**src/rtl/lsu.sv**
```systemverilog
`default_nettype none
// ============================================================================
// Module   : lsu
// Brief    : Load/store unit; one req/ack memory transaction per instruction.
// Revision : 1.0
// ============================================================================
module lsu #(
    parameter int TIMEOUT = 16,
    parameter int CNT_W   = 5
) (
    input  logic        clk,
    input  logic        rst_n,
    input  logic        req_valid,
    input  logic        req_we,
    input  logic [2:0]  req_funct3,
    input  logic [31:0] req_addr,
    input  logic [31:0] req_wdata,
    output logic        busy,
    output logic        done,
    output logic [31:0] rdata,
    output logic        err,
    output logic [1:0]  err_code,
    output logic        mem_req,
    output logic        mem_we,
    output logic [31:0] mem_addr,
    output logic [31:0] mem_wdata,
    output logic [3:0]  mem_be,
    input  logic        mem_ack,
    input  logic [31:0] mem_rdata
);

    typedef enum logic [1:0] {
        S_IDLE = 2'd0,
        S_REQ  = 2'd1,
        S_FIN  = 2'd2
    } state_t;

    localparam logic [CNT_W-1:0] c_last = CNT_W'(TIMEOUT - 1);

    state_t           r_state, w_state;
    logic [CNT_W-1:0] r_cnt, w_cnt;
    logic [2:0]       r_f3, w_f3;
    logic [1:0]       r_off, w_off;

    logic        w_busy, w_done, w_err, w_req, w_we;
    logic [1:0]  w_code;
    logic [31:0] w_rdata, w_addr, w_wdata, w_load, w_lane_wdata;
    logic [3:0]  w_be, w_lane_be;
    logic        w_illegal, w_misal;
    logic [7:0]  w_byte;
    logic [15:0] w_half;

    // Unsigned widths are load-only; illegal wins over misaligned.
    assign w_illegal = (req_funct3 == 3'b011) || (req_funct3[2:1] == 2'b11) ||
                       (req_funct3[2] && req_we);
    assign w_misal   = ((req_funct3[1:0] == 2'b01) && req_addr[0]) ||
                       ((req_funct3[1:0] == 2'b10) && (req_addr[1:0] != 2'b00));

    always_comb begin
        w_lane_be    = 4'b1111;
        w_lane_wdata = req_wdata;
        case (req_funct3[1:0])
            2'b00: begin
                w_lane_be    = 4'b0001 << req_addr[1:0];
                w_lane_wdata = {4{req_wdata[7:0]}};
            end
            2'b01: begin
                w_lane_be    = req_addr[1] ? 4'b1100 : 4'b0011;
                w_lane_wdata = {2{req_wdata[15:0]}};
            end
            default: ;
        endcase
    end

    always_comb begin
        w_byte = mem_rdata[7:0];
        case (r_off)
            2'd1:    w_byte = mem_rdata[15:8];
            2'd2:    w_byte = mem_rdata[23:16];
            2'd3:    w_byte = mem_rdata[31:24];
            default: ;
        endcase
        w_half = r_off[1] ? mem_rdata[31:16] : mem_rdata[15:0];
        case (r_f3)
            3'b000:  w_load = {{24{w_byte[7]}}, w_byte};
            3'b001:  w_load = {{16{w_half[15]}}, w_half};
            3'b100:  w_load = {24'd0, w_byte};
            3'b101:  w_load = {16'd0, w_half};
            default: w_load = mem_rdata;
        endcase
    end

    always_comb begin
        w_state = r_state;
        w_cnt   = r_cnt;
        w_f3    = r_f3;
        w_off   = r_off;
        w_busy  = busy;
        w_done  = 1'b0;
        w_rdata = 32'd0;
        w_err   = 1'b0;
        w_code  = 2'b00;
        w_req   = mem_req;
        w_we    = mem_we;
        w_addr  = mem_addr;
        w_wdata = mem_wdata;
        w_be    = mem_be;
        case (r_state)
            S_REQ: begin
                if (mem_ack) begin
                    w_state = S_FIN;
                    w_done  = 1'b1;
                    w_rdata = mem_we ? 32'd0 : w_load;
                    w_req   = 1'b0;
                    w_busy  = 1'b0;
                end else if (r_cnt == c_last) begin
                    w_state = S_FIN;
                    w_err   = 1'b1;
                    w_code  = 2'b10;
                    w_req   = 1'b0;
                    w_busy  = 1'b0;
                end else begin
                    w_cnt = r_cnt + 1'b1;
                end
            end
            // IDLE and FIN both accept, which gives back-to-back issue.
            default: begin
                w_state = S_IDLE;
                w_busy  = 1'b0;
                w_req   = 1'b0;
                if (req_valid) begin
                    if (w_illegal || w_misal) begin
                        w_state = S_FIN;
                        w_err   = 1'b1;
                        w_code  = w_illegal ? 2'b11 : 2'b01;
                    end else begin
                        w_state = S_REQ;
                        w_busy  = 1'b1;
                        w_req   = 1'b1;
                        w_cnt   = '0;
                        w_f3    = req_funct3;
                        w_off   = req_addr[1:0];
                        w_we    = req_we;
                        w_addr  = {req_addr[31:2], 2'b00};
                        w_wdata = req_we ? w_lane_wdata : 32'd0;
                        w_be    = req_we ? w_lane_be : 4'b0000;
                    end
                end
            end
        endcase
    end

    always_ff @(posedge clk or negedge rst_n) begin
        if (!rst_n) begin
            r_state   <= S_IDLE;
            r_cnt     <= '0;
            r_f3      <= 3'b000;
            r_off     <= 2'b00;
            busy      <= 1'b0;
            done      <= 1'b0;
            rdata     <= 32'd0;
            err       <= 1'b0;
            err_code  <= 2'b00;
            mem_req   <= 1'b0;
            mem_we    <= 1'b0;
            mem_addr  <= 32'd0;
            mem_wdata <= 32'd0;
            mem_be    <= 4'b0000;
        end else begin
            r_state   <= w_state;
            r_cnt     <= w_cnt;
            r_f3      <= w_f3;
            r_off     <= w_off;
            busy      <= w_busy;
            done      <= w_done;
            rdata     <= w_rdata;
            err       <= w_err;
            err_code  <= w_code;
            mem_req   <= w_req;
            mem_we    <= w_we;
            mem_addr  <= w_addr;
            mem_wdata <= w_wdata;
            mem_be    <= w_be;
        end
    end

endmodule
`default_nettype wire

```
**config.mk**
```make
export PLATFORM = sky130hd
export DESIGN_NAME = lsu
export DESIGN_NICKNAME = d
export VERILOG_FILES = /design/src/rtl/lsu.sv
export SDC_FILE = /design/constraint.sdc
export NUM_CORES = 1
export LEC_CHECK = 0
export ABC_AREA = 0
export CAP_MARGIN = 30
export CORE_AREA = 2 2 128 130
export DETAILED_ROUTE_END_ITERATION = 10
export DIE_AREA = 0 0 130 132
export PLACE_DENSITY_LB_ADDON = 0.3
export SLEW_MARGIN = 15
export SYNTH_ARGS = -nofsm -noshare
export SYNTH_HDL_FRONTEND = slang
export SYNTH_SLANG_ARGS = --single-unit
```
**constraint.sdc**
```tcl
create_clock -name clk -period 2.7 [get_ports clk]
set_clock_uncertainty 0.15 [all_clocks]
set_input_delay 0.27 -clock clk [delete_from_list [all_inputs] [get_ports clk]]
set_output_delay 0.27 -clock clk [all_outputs]
set_load 0.01 [all_outputs]
```
# Word-level counts from Yosys, hierarchy flattened
# Index checks and enable logic that the tools add are counted.
[word_totals]
reg_bits = 116
rom_bits = 0
memories = 0
output_inout_bits = 107
latchBits = 0
elab_cells = 85
input_bits = 104
ramBits = 0
[classes]
bitwise = 2
div_mod_pow = 0
add_sub_neg = 1
n_eq_ne = 16
shift = 1
n_mul = 0
mux = 39
n_reduce_logical = 13
magnitude_cmp = 0
[ops]
columns = ["operator", "count"]
rows = [
  ["$mux W32", 4],
  ["$pmux W32 S4", 1],
  ["$pmux W32 S2", 1],
  ["$mux W5", 5],
  ["$pmux W8 S3", 1],
  ["$mux W2", 11],
  ["$mux W16", 1],
  ["$mux W1", 12],
  ["$eq A2 B2 Y1 const B", 4],
  ["$mux W4", 2],
  ["$pmux W4 S2", 1],
  ["$eq A2 B1 Y1 const B", 3],
  ["$eq A3 B3 Y1 const B", 2],
  ["$add A5 B1 Y5 const B", 1],
  ["$eq A5 B4 Y1 const B", 1],
  ["$logic_or A1 B1 Y1", 4],
  ["$ne A2 B2 Y1 const B", 2],
  ["$reduce_and A4 Y1", 1],
  ["$reduce_bool A2 Y1", 2],
  ["$shl A1 B2 Y4 const A", 1],
  ["$eq A3 B1 Y1 const B", 1],
  ["$eq A3 B2 Y1 const B", 1],
  ["$logic_and A1 B1 Y1", 3],
  ["$logic_not A3 Y1", 1],
  ["other kinds (5)", 6],
]

# Depth between registers and ports, before layout
[logic_depth]
depth_word = 7
depth_mapped = 7
depth_no_buf = 7

# Worst setup path after synthesis
# Ideal clock, no wire load.
[synth_path]
path_type = "reg-to-reg"
startpoint = "reg r_cnt[0]"
endpoint = "reg r_cnt[3]"
period_less_slack_ns = 2.027
required_time_ns = 2.431
stages_incl_launch_ff = 8
path_buffers = 0
setup_ns = 0.119
t_arrival_ns = 1.758
path_slack_ns = 0.673
cell_sequence = "dfrtp_1 -> ha_1 -> and3_1 -> ha_1 -> nor4b_1 -> nand4_1 -> xnor2_1 -> and2_1"
[synth_via]
elab_chain_len = 4
word_cells_on_any_way = 7
classes_between = "add/sub: 1; eq/ne: 2; mux: 3; reduce/logical: 1"
[synth_lines]
columns = ["element", "line", "rtl"]
rows = [
  ["start: declaration", "41", "logic [CNT_W-1:0] r_cnt, w_cnt;"],
  ["start signal: assignment", "171", "r_cnt <= w_cnt;"],
  ["$add A5 B1 Y5", "123", "w_cnt = r_cnt + 1'b1;"],
  ["$mux W5", "116", "end else if (r_cnt == c_last) begin"],
  ["$mux W5", "110", "if (mem_ack) begin"],
  ["$mux W5", "108", "case (r_state)"],
]
# Parallel ways exist; a longest one is shown, timed or not. The select of a mux whose other input is x is not followed.
# A chain may end at the register's enable or synchronous reset.

# Worst setup path after layout
# Ends and elaborated chain as after synthesis.

==> impl_metrics.yaml <==
die:
  die_area_sq_um: 17200
  rows: 46
  die_y_um: 132
  io_pins: 211
  initial_core_util: 0.345
  core_area_sq_um: 15700
  die_w_um: 130
setup_path:
  cp_data_arrival_time_ns: 2.47
  worstReg2RegStart: "r_cnt[0]"
  crit_path_start: "r_cnt[0]"
  crit_type: "flip-flop to flip-flop"
  cp.required_ns: 2.84
  cp-end-kind: "flip-flop"
  critPathLaunchType: "flip-flop"
  crit_fanout: 4
sta:
  fin_crit_sh: 0.863
  worstMarginPinSlew_ns: 0.601
  max_freq_mhz: 429
  rsz0062_at_grt: "false"
  setup_viol_count_final: 0
  finalHoldViolCount: 0
  max-slew-margin-rel: 0.594
  slew_viol_final: 0
  tns_ns: 0
  layout_min_cycle_time_ns: 2.33
  layout_setup_ws_ns: 0.370
placement:
  place.gp.congestion: 0.895
  pre_cts_ws_ns: 0.235
  dpl.hpwl_um: 11100
  io_buffers: 208
pwr:
  ir_drop_v: 0.000359
  pwr-share-seq: 0.375
  power_leakage_uw: 0.00361
  power_switching_uw: 1680
  powerDensity_nw_per_um2: 713
  clock_power_share: 0.337
  internal_power_uw: 4180
  sw_frac_of_total: 0.287
  combPwrFrac: 0.289
cells_and_area:
  finalCoreUtilization: 0.522
  final_net_count: 800
  diodes: 0
  layout-drive-gt1-share: 0.167
  area_growth_syn_to_layout_pct: 51.3
detailed_routing:
  drtAntennaViolNets: 0
  via_per_inst: 4.68
  dr.pass1.iters: 4
  drt-wirelength-per-cell_um: 16.1
  drtIter0Drc: 218
  drc: 0
  vias: 4321
  wirelength_um: 14900
global_routing:
  gr-total-overflow: 0
  grt_pass1_vias: 4426
  antenna_found_initial: 0
  grt_use_total: 0.178
  grt_pass1_wl_um: 23700
  grt_max_degree: 102
logic_synthesis:
  yosys.area.top_type: "dfrtp_1"
  yosysMostFrequentCell: "dfrtp_1"
  netlist-cell-type-count: 44
  yosysSeqAreaShare: 0.530
  synth_edf_count: 0
  async_flop_share: 1.00
  syn_area_sq_um: 5430
  synth_ff_type: "dfrtp_1"
  yosys.area.top_type_share: 0.530
  synth_cells: 490
  yosysWarnings: 0
  yosys_register_bits: 115
  synth_common_cells: "115 x dfrtp_1, 102 x nand2_1, 39 x o21ai_0"
  synth_area_leaders: "dfrtp_1 53%, mux2_4 9.7%, nand2_1 7.1%"
  syn_area_per_cell_sq_um: 11.1
clocking:
  numCtsBuffers: 17
  post_cts_buffers: 0
  cts_tree: "done"
  clock-root-buffer: "clkbuf_16"
  h-tree-depth: 4
  clkTransAtPathRegs_ns: 0.05
  clock_tree.buffer_depth: 2
  clock_sinks: 115
  clock_latency_ns: 0.40
job:
  cap_violations: 0
outcome:
  status: "completed"
worst_hold_path:
  hold_class: "input port to asynchronous set/reset pin"
## layer usage
metal / wire (um) / GRT usage
met3: 1150 / 0.0621
met4: 283 / 0.0663
met1: 6560 / 0.229
met5: 0 / 0
met2: 6890 / 0.277
## power by group through the flow
stage	registers (uW)	clock network, uW	logic [uW]
after floorplan	2290	0	747
after global placement	2210	0	1670
after detailed placement	2220	0	1710
after CTS	2200	2020	1710
after global routing	2230	2100	1830
final	2190	1970	1690
## layout by cell type (no fill, tap or decap), types with 3 or more instances in the layout
cell / instances
mux2_2: 17
nand3_1: 3
inv_1: 3
clkbuf_16: 17
mux2_4: 35
clkinv_2: 8
o21ai_1: 15
nor3_1: 15
clkinvlp_4: 3
o21ai_0: 39
nor3b_1: 7
dfrtp_1: 115
buf_4: 12
clkdlybuf4s50_1: 207
a21oi_2: 9
nand2_1: 102
o221a_2: 7
nor2b_1: 19
mux2i_1: 16
and2_1: 3
nor2_1: 5
a21oi_1: 16
## layout make-up
cell class | count | area [sq um]
Clock buffer | 21 | 460
Clock inverter | 11 | 62.6
Fill cell | 1407 | 7500
Inverter | 3 | 11.3
Multi-Input combinational cell | 335 | 2310
Sequential cell | 115 | 2880
Tap cell | 216 | 270
Timing Repair Buffer | 222 | 2210
## sequential cells by signal, summed over array words and instances (netlist names)
name	flops
mem_wdata	32
r_f3	3
r_off	2
rdata	32
r_state	1
mem_req	1
mem_we	1
mem_addr	30
mem_be	4
done	1
r_cnt	5
err_code	2
err	1
## critical path, cell delays in order (launching register included)
cell,delay [ns]
dfrtp_1,0.41
ha_1,0.22
and3_1,0.19
ha_1,0.21
nor4b_1,0.53
nand4_1,0.20
xnor2_1,0.16
and2_1,0.15
## metrics by stage
stage | instances | power (uW) | hold WS [ns] | cell area (sq um)
finish | 923 | 5860 | 0.245 | 8210
global route | 923 | 6170 | 0.289 | 8210
CTS | 923 | 5930 | 0.258 | 8210
detailed placement | 890 | 3920 | 0.136 | 7680
global placement | 890 | 3880 | 0.126 | 7680
floorplan | 491 | 3030 | -0.176 | 5430
## kinds of logic after synthesis
kind of cell | Yosys count | synth area share
other cells | 1 | 0.000691
xor+xnor | 2 | 0.00323
flops | 115 | 0.530
fa+ha+maj | 2 | 0.00461
mux | 69 | 0.166
simple gates | 166 | 0.141
compound gates | 94 | 0.108
buf+inv | 41 | 0.0454
## path summary, 6_finish.rpt
path / cells past startpoint / endpoint / slack (ns)
worst max-delay path: 7 / r_cnt[3] / 0.37
worst min-delay path: 2 / mem_addr[15] / 0.24
worst max register to register: 7 / r_cnt[3] / 0.37
worst min register to register: 2 / mem_wdata[20] / 0.32
max in group asynchronous: 3 / rdata[15] / 1.40
min in group clk: 2 / mem_wdata[20] / 0.32
## repair_timing
item / CTS / global route
setup endpoints to repair: 0 / 0
resized for setup: 0 / 0
hold buffers: 1 / 0
hold endpoints to repair: 38 / 0
Power figures use the tool's default switching activity.
